===== src/rtl/xgmii_rx_measure_check.sv =====
// XGMII receive checker for generated IPv4/UDP test frames.
// Validates the test header, measures latency and publishes per-second stats.
module xgmii_rx_measure_check #(
    parameter logic [39:0] MAGIC_CODE = 40'h0,
    parameter logic [15:0] UDP_PORT   = 16'h0d5e
) (
    input  logic        sys_clk,
    input  logic        sys_rst,
    input  logic [63:0] xgmii_rxd,
    input  logic [7:0]  xgmii_rxc,
    input  logic        sec_oneshot,
    input  logic [31:0] global_counter,
    output logic [31:0] rx_pps,
    output logic [31:0] rx_throughput,
    output logic [23:0] rx_latency,
    output logic [23:0] rx_latency_min,
    output logic [23:0] rx_latency_max,
    output logic [31:0] rx_ipv4_ip,
    output logic [31:0] rx_err_count
);

    typedef enum logic [1:0] {IDLE, HDR, BODY} state_t;

    state_t state_q, state_d;

    logic [2:0]  wcnt_q, wcnt_d;
    logic [15:0] bytes_q, bytes_d;
    logic [31:0] dstip_q, dstip_d;
    logic [15:0] sport_q, sport_d;
    logic [15:0] dport_q, dport_d;
    logic [39:0] magic_q, magic_d;
    logic [23:0] ts_q, ts_d;

    logic [31:0] acc_pps_q, acc_pps_d;
    logic [31:0] acc_bytes_q, acc_bytes_d;
    logic [23:0] acc_min_q, acc_min_d;
    logic [23:0] acc_max_q, acc_max_d;

    logic [31:0] rx_pps_q, rx_pps_d;
    logic [31:0] rx_thr_q, rx_thr_d;
    logic [23:0] rx_lat_q, rx_lat_d;
    logic [23:0] rx_min_q, rx_min_d;
    logic [23:0] rx_max_q, rx_max_d;
    logic [31:0] rx_ip_q, rx_ip_d;
    logic [31:0] rx_err_q, rx_err_d;

    logic        ctl_any;
    logic [2:0]  ctl_lane;
    logic [7:0]  ctl_byte;
    logic        start0, start4, is_term;
    logic        data_word, frame_err, frame_end, frame_ok;
    logic [15:0] frame_bytes;
    logic [23:0] lat;
    logic [31:0] nx_pps, nx_bytes;
    logic [23:0] nx_min, nx_max;
    logic        unused_gc;

    assign unused_gc = ^global_counter[31:24];

    // Lowest-numbered control lane decides how the word is classified
    always_comb begin
        ctl_any  = 1'b0;
        ctl_lane = 3'd0;
        ctl_byte = 8'h00;
        for (int i = 7; i >= 0; i--) begin
            if (xgmii_rxc[i]) begin
                ctl_any  = 1'b1;
                ctl_lane = 3'(i);
                ctl_byte = xgmii_rxd[8*i +: 8];
            end
        end
    end

    assign start0  = xgmii_rxc[0] && (xgmii_rxd[7:0] == 8'hfb);
    assign start4  = xgmii_rxc[4] && (xgmii_rxd[39:32] == 8'hfb);
    assign is_term = ctl_any && (ctl_byte == 8'hfd);

    always_ff @(posedge sys_clk) begin
        if (sys_rst) state_q <= IDLE;
        else         state_q <= state_d;
    end

    always_comb begin
        state_d = state_q;
        unique case (state_q)
            IDLE: if (start0) state_d = HDR;
            HDR: begin
                if (start0)               state_d = HDR;
                else if (ctl_any)         state_d = IDLE;
                else if (wcnt_q == 3'd7)  state_d = BODY;
            end
            BODY: begin
                if (start0)       state_d = HDR;
                else if (ctl_any) state_d = IDLE;
            end
            default: state_d = IDLE;
        endcase
    end

    always_comb begin
        data_word = (state_q != IDLE) && !ctl_any;
        frame_end = (state_q == BODY) && !start0 && is_term;
        frame_err = (state_q == IDLE) ? (!start0 && start4)
                                      : (ctl_any && !frame_end);
        frame_ok  = frame_end && (sport_q == UDP_PORT)
                    && (dport_q == UDP_PORT) && (magic_q == MAGIC_CODE);
        frame_bytes = bytes_q + {13'b0, ctl_lane};
        lat         = global_counter[23:0] - ts_q;

        wcnt_d  = wcnt_q;
        bytes_d = bytes_q;
        dstip_d = dstip_q;
        sport_d = sport_q;
        dport_d = dport_q;
        magic_d = magic_q;
        ts_d    = ts_q;
        if (start0) begin
            wcnt_d  = 3'd1;
            bytes_d = 16'd0;
        end else if (data_word) begin
            bytes_d = bytes_q + 16'd8;
            if (state_q == HDR) begin
                wcnt_d = wcnt_q + 3'd1;
                unique case (wcnt_q)
                    3'd4: dstip_d[31:16] = {xgmii_rxd[55:48], xgmii_rxd[63:56]};
                    3'd5: begin
                        dstip_d[15:0] = {xgmii_rxd[7:0], xgmii_rxd[15:8]};
                        sport_d = {xgmii_rxd[23:16], xgmii_rxd[31:24]};
                        dport_d = {xgmii_rxd[39:32], xgmii_rxd[47:40]};
                    end
                    3'd6: magic_d = {xgmii_rxd[23:16], xgmii_rxd[31:24],
                                     xgmii_rxd[39:32], xgmii_rxd[47:40],
                                     xgmii_rxd[55:48]};
                    3'd7: ts_d = {xgmii_rxd[7:0], xgmii_rxd[15:8],
                                  xgmii_rxd[23:16]};
                    default: ;
                endcase
            end
        end
    end

    // Window values including this cycle's frame, so a frame ending on the
    // second tick lands in the window being published
    always_comb begin
        nx_pps   = acc_pps_q;
        nx_bytes = acc_bytes_q;
        nx_min   = acc_min_q;
        nx_max   = acc_max_q;
        rx_lat_d = rx_lat_q;
        rx_ip_d  = rx_ip_q;
        if (frame_ok) begin
            nx_pps   = acc_pps_q + 32'd1;
            nx_bytes = acc_bytes_q + {16'b0, frame_bytes};
            if (lat < acc_min_q) nx_min = lat;
            if (lat > acc_max_q) nx_max = lat;
            rx_lat_d = lat;
            rx_ip_d  = dstip_q;
        end

        acc_pps_d   = nx_pps;
        acc_bytes_d = nx_bytes;
        acc_min_d   = nx_min;
        acc_max_d   = nx_max;
        rx_pps_d    = rx_pps_q;
        rx_thr_d    = rx_thr_q;
        rx_min_d    = rx_min_q;
        rx_max_d    = rx_max_q;
        if (sec_oneshot) begin
            rx_pps_d    = nx_pps;
            rx_thr_d    = nx_bytes;
            rx_min_d    = nx_min;
            rx_max_d    = nx_max;
            acc_pps_d   = 32'd0;
            acc_bytes_d = 32'd0;
            acc_min_d   = 24'hFFFFFF;
            acc_max_d   = 24'd0;
        end

        rx_err_d = rx_err_q;
        if (frame_err && (rx_err_q != 32'hFFFFFFFF)) rx_err_d = rx_err_q + 32'd1;
    end

    always_ff @(posedge sys_clk) begin
        if (sys_rst) begin
            wcnt_q      <= 3'd0;
            bytes_q     <= 16'd0;
            dstip_q     <= 32'd0;
            sport_q     <= 16'd0;
            dport_q     <= 16'd0;
            magic_q     <= 40'd0;
            ts_q        <= 24'd0;
            acc_pps_q   <= 32'd0;
            acc_bytes_q <= 32'd0;
            acc_min_q   <= 24'hFFFFFF;
            acc_max_q   <= 24'd0;
            rx_pps_q    <= 32'd0;
            rx_thr_q    <= 32'd0;
            rx_lat_q    <= 24'd0;
            rx_min_q    <= 24'hFFFFFF;
            rx_max_q    <= 24'd0;
            rx_ip_q     <= 32'd0;
            rx_err_q    <= 32'd0;
        end else begin
            wcnt_q      <= wcnt_d;
            bytes_q     <= bytes_d;
            dstip_q     <= dstip_d;
            sport_q     <= sport_d;
            dport_q     <= dport_d;
            magic_q     <= magic_d;
            ts_q        <= ts_d;
            acc_pps_q   <= acc_pps_d;
            acc_bytes_q <= acc_bytes_d;
            acc_min_q   <= acc_min_d;
            acc_max_q   <= acc_max_d;
            rx_pps_q    <= rx_pps_d;
            rx_thr_q    <= rx_thr_d;
            rx_lat_q    <= rx_lat_d;
            rx_min_q    <= rx_min_d;
            rx_max_q    <= rx_max_d;
            rx_ip_q     <= rx_ip_d;
            rx_err_q    <= rx_err_d;
        end
    end

    assign rx_pps         = rx_pps_q;
    assign rx_throughput  = rx_thr_q;
    assign rx_latency     = rx_lat_q;
    assign rx_latency_min = rx_min_q;
    assign rx_latency_max = rx_max_q;
    assign rx_ipv4_ip     = rx_ip_q;
    assign rx_err_count   = rx_err_q;

endmodule


===== config.mk =====
export PLATFORM = sky130hd
export DESIGN_NAME = xgmii_rx_measure_check
export DESIGN_NICKNAME = d
export VERILOG_FILES = /design/src/rtl/xgmii_rx_measure_check.sv
export SDC_FILE = /design/constraint.sdc
export NUM_CORES = 1
export LEC_CHECK = 0
export ABC_AREA = 1
export CAP_MARGIN = 0
export CORE_MARGIN = 8
export CORE_UTILIZATION = 50
export CTS_CLUSTER_SIZE = 28
export DETAILED_ROUTE_END_ITERATION = 6
export PLACE_DENSITY = 0.82
export SLEW_MARGIN = 20
export SYNTH_ARGS = -nofsm -noshare
export SYNTH_HDL_FRONTEND = slang
export SYNTH_SLANG_ARGS = --single-unit

===== constraint.sdc =====
create_clock -name sys_clk -period 4.9 [get_ports sys_clk]
set_clock_uncertainty 0.2 [all_clocks]
set_input_delay 0.98 -clock sys_clk [delete_from_list [all_inputs] [get_ports sys_clk]]
set_output_delay 0.98 -clock sys_clk [all_outputs]
set_load 0.05 [all_outputs]

# Word-level counts from Yosys, hierarchy flattened
# Index checks and enable logic that the tools add are counted.
# word_totals
ff_bits	461
latch_bits	0
ramBits	0
mem_bits_ro	0
in_bits	107
output_inout_bits	200
mem_count	0
# op_classes
addsub	7
mul	0
div	0
magnitude_cmp	2
n_eq_ne	15
n_shift	0
mux	41
n_bitwise	1
reduce_logical	29
# ops
op	count
24-bit 2-to-1 mux	4
32-bit by 1-bit adder with 32-bit output, second input constant	2
32-bit 2-to-1 mux	2
8-bit 2-to-1 mux	8
40-bit logical NOT	1
32-bit by 16-bit adder with 32-bit output	1
16-bit by 12-bit equality test with 1-bit output, second input constant	2
32-bit inequality test, second input constant	1
8-bit equality test, second input constant	3
24-bit > comparator	1
24-bit less-than comparator	1
3-bit 2-to-1 mux	8
24-bit subtractor	1
16-bit by 3-bit adder with 16-bit output	1
16-bit by 4-bit adder with 16-bit output, second input constant	1
4-bit AND reduction	4
3-bit equality test, second input constant	4
1-bit logical AND	12
1-bit 2-to-1 mux	12
2-bit 2-to-1 mux	6
2-bit case mux with 3 select lines	1
2-bit nonzero test	3
4-bit inequality test, second input constant	1
2-bit AND reduction	2
other kinds (10)	13

# Depth between registers and ports, before layout
# depth
word_depth	15
depth_mapped	29
mapped_depth_nobuf	28

# Worst setup path before layout
# No wires, ideal clock.
# synth_path
kind	input -> register
startpoint	input port global_counter[0]
endpoint	register rx_min_q[22] (netlist: rx_latency_min[22])
setup_ns	0.114
arrival_time_ns	4.388
required_ns	4.586
setup_slack_ns	0.198
path_stages	27
path_buffers	1
path_cell_list	inv_1 -> ha_1 -> inv_1 -> fa_1 -> nand2_1 -> inv_1 -> nand2_1 -> nand2_1 -> nand3_1 -> nand2_1 -> a21oi_1 -> o21ai_0 -> a21boi_0 -> xor2_1 -> inv_1 -> ha_1 -> nand4_1 -> o221ai_1 -> a21oi_1 -> nor3_1 -> nor2_1 -> nand2_2 -> buf_2 -> nand2_1 -> o21ai_0 -> o21bai_1 -> inv_1
# synth_via
elab_chain_len	4
# synth_rtl
element	line_no	rtl
start, declared	12	input logic [31:0] global_counter,
24-bit subtractor	108	lat = global_counter[23:0] - ts_q;
named net lat[12]	53	logic [23:0] lat;
24-bit less-than comparator	154	if (lat < acc_min_q) nx_min = lat;
24-bit 2-to-1 mux	154	
24-bit 2-to-1 mux	151	if (frame_ok) begin
end signal, assigned	218	rx_min_q <= rx_min_d;
end, declared	42	logic [23:0] rx_min_q, rx_min_d;
# The timed path passes the listed nets, and every way through them passes these cells.
# A chain may end at the register's enable or synchronous reset.

# Worst setup path after layout
# layout_path
startpoint	input port global_counter[0]
endpoint	register rx_min_q[15] (netlist: rx_latency_min[15])
# Same word-level chain as after synthesis.

==> results.json <==
{
  "switching_share_pct": 22.9,
  "grt_first_pass_wirelength_mm": 105,
  "finalCriticalPeriod_ns": 4.72,
  "relSlewSlack_pct": 35.7,
  "crit_path_start_kind": "primary input",
  "setup_viol": 0,
  "routed_wl_mm": 67.1,
  "fin_crit_sh_pct": 96.3,
  "startpoint": "global_counter[0]",
  "syn_area_per_cell_um2": 7.29,
  "drive_gt1_share_pct": 9.17,
  "ys_ff_latch": 458,
  "antenna_found_initial": 5,
  "first_pass_iters": 6,
  "status": "completed",
  "rr_startpoint": "ts_q[0]",
  "slew_violations": 0,
  "critPathSlowestCell": "clkdlybuf4s50_1",
  "place_congestion": 0.966,
  "synthCells": 2957,
  "power_frac_comb_pct": 7.6,
  "hold_class": "reg2reg",
  "clk_latency_ns": 0.59,
  "finalHoldViolations": 0,
  "netlist_area_um2": 21500,
  "core_area_um2": 42800,
  "rows": 76,
  "pre_cts_ws_ns": -0.553,
  "vias": 20965,
  "crit_path_max_fanout": 18,
  "placed_area_um2": 26100,
  "seq_power_share_pct": 44.0,
  "tightest_slew_ns": 0.963,
  "reg2reg_to": "rx_latency_min[15]",
  "drt_iter0_markers": 1817,
  "stdcell_count": 3937,
  "initial_utilization_pct": 50.3,
  "clockPowerShare_pct": 48.3,
  "synth-edff-count": 0,
  "stdcell_area_um2": 28100,
  "cts_tree": "done",
  "drc_errors": 0,
  "fmax_mhz": 212,
  "place_inst": 3844,
  "grt_pass1_vias": 19898,
  "grt_max_degree": 189,
  "intPower_mw": 6.52,
  "endpoint_kind": "flip-flop",
  "cts_buffer_depth": 3,
  "cts_buffers": 49,
  "r2r_setup_slack_ns": 0.68,
  "ys_seq_area_share_pct": 42.6,
  "grt_usage_pct": 25.7,
  "cts_sinks": 458,
  "num_io_pins": 307,
  "yosysWarnings": 0,
  "p_leak_nw": 11.5,
  "criticalPathCategory": "in2reg",
  "hold_ws_ns": 0.246,
  "wl_per_cell_um": 17.1,
  "slowest_delay_ns": 0.40,
  "ctsHoldBuffers": 0,
  "setup_slack_ns": 0.180,
  "worstPathRequired_ns": 5.17,
  "synth_nets": 3160,
  "synth.distinct_cells": 58,
  "syn2layout_area_growth_pct": 30.2,
  "ir_worst_vdd_mv": 0.264,
  "die_w_um": 224,
  "root_buffer": "clkbuf_16",
  "clk_pin_slew_ns": 0.06,
  "vias_per_cell": 5.33,
  "endpoint": "rx_latency_min[15]",
  "gr-total-overflow": 0,
  "powerDensity_nw_per_um2": 301,
  "htreeDepth": 2,
  "power_switching_mw": 1.94,
  "die_height_um": 224,
  "hpwl_mm": 49.6,
  "synth_flop_cell": "dfxtp_1",
  "r2r_cells": 29,
  "synthArstFlopShare_pct": 0,
  "cap_violations": 0,
  "io_buffers": 298,
  "die_area_um2": 50000,
  "final_nets": 3556,
  "detail-route-antenna-nets": 0,
  "fin_tns_setup_ns": 0,
  "worst_ep_arrival_time_ns": 4.99
}
==> cell families (layout without fill, tap and decap cells) <==
| logic type | count (synthesis) | after routing | share of synthesized area, % |
|---|---|---|---|
| buffers and inverters | 516 | 949 | 9.22 |
| AOI/OAI and AO/OA | 679 | 679 | 16.7 |
| muxes | 3 | 3 | 0.139 |
| xor gates and xnor gates | 91 | 91 | 3.70 |
| and+or+nand+nor | 1114 | 1114 | 22.0 |
| adders and majority gates | 96 | 96 | 5.65 |
| DFF | 458 | 458 | 42.6 |
| other | 0 | 1 | 0 |
==> worst max-delay path, delay by kind of cell <==
family          cells  cell delay [ns]
compound gates      6             0.98
buf+inv            10             1.31
simple gates       12             1.07
fa+ha+maj           3             0.65
==> stage by stage <==
step / power (mW) / util [%]
floorplan: 4.09 / -
detailed placement: 4.43 / 60.9
finish: 8.46 / 65.6
global placement: 4.42 / 60.9
global route: 8.73 / 65.6
CTS: 8.49 / 65.1
==> synthesized netlist by cell type (all sizes together) (3+ instances only) <==
library cell    n  share of area (%)
xor2           68                2.8
inv           387                6.7
a21oi         271                6.3
and3            3              0.087
or2             4               0.12
xnor2          23               0.94
buf            27               0.69
dfxtp         458                 43
nor3b           3               0.10
o21bai         22               0.77
o21ai         332                7.7
nand3b          5               0.17
nand2         511                9.0
nor4           23               0.74
nand4          57                1.7
a21o            7               0.24
nor3           48                1.2
o21a            5               0.17
nor2          335                6.0
o211ai         18               0.63
nand3         123                2.9
mux2i           3               0.14
a31oi           5               0.15
ha             94                5.5
clkbuf        100                1.7
==> area by class of cell <==
type	count	area (um2)
Antenna cell	1	2.50
Inverter	389	1470
Sequential cell	458	9170
Clock inverter	25	412
Timing Repair Buffer	472	4430
Clock buffer	63	1380
Fill cell	3556	14700
Tap cell	546	683
Multi-Input combinational cell	1983	10500
==> repair_timing <==
item / 4_1_cts / 5_1_grt
gates resized for setup: 0 / 30
endpoints found under the setup margin: 0 / 96
hold endpoints to repair: 0 / 0
buffers inserted: 0 / 2
==> cells in the final DEF (no fill, tap or decap), types with 21 or more instances in the layout <==
cell type and count:
nand4_1 56, xnor2_1 23, nor3_1 42, nand2_1 502
nor4_1 21, clkbuf_16 52, dfxtp_1 458, a21oi_1 267
nand3_1 119, o21bai_1 22, o21ai_0 305, ha_1 94
inv_1 380, buf_4 163, xor2_1 68, o21ai_1 26
nor2_1 326, clkdlybuf4s50_1 298
==> registers in the layout, indices dropped and copies added, names as in the netlist <==
name	flops
magic_q	40
acc_bytes_q	32
acc_pps_q	32
dstip_q	32
rx_err_count	32
rx_ipv4_ip	32
rx_pps	32
rx_throughput	32
acc_max_q	24
acc_min_q	24
rx_latency	24
rx_latency_max	24
rx_latency_min	24
ts_q	24
dport_q	16
sport_q	16
bytes_q	13
wcnt_q	3
state_q	2
==> how the worst min path moves through the flow <==
stage / startpoint / endpoint / slack (ns) / cells after the start
finish: dstip_q[3] / dstip_q[3] / 0.25 / 2
global route: rx_pps[21] / rx_pps[21] / 0.26 / 2
CTS: magic_q[17] / magic_q[17] / 0.25 / 2
detailed placement: magic_q[17] / magic_q[17] / 0.24 / 2
global placement: magic_q[25] / magic_q[25] / 0.23 / 2
floorplan: magic_q[36] / magic_q[36] / 0.22 / 2
==> per-layer routing <==
| layer | global-route usage [%] | routed length, um |
|---|---|---|
| met1 | 33.4 | 28500 |
| met2 | 42.3 | 30600 |
| met3 | 5.19 | 5590 |
| met4 | 9.01 | 2350 |
| met5 | 0 | 48 |
==> power by group through the flow <==
stage | Combinational [mW] | Sequential (mW) | Clock [mW]
6_report | 0.645 | 3.72 | 4.09
5_1_grt | 0.704 | 3.72 | 4.31
4_1_cts | 0.626 | 3.72 | 4.14
3_5_place_dp | 0.622 | 3.81 | 0
3_3_place_gp | 0.616 | 3.81 | 0
2_1_floorplan | 0.282 | 3.81 | 0
Note: power is estimated with default switching activity, not from simulation.
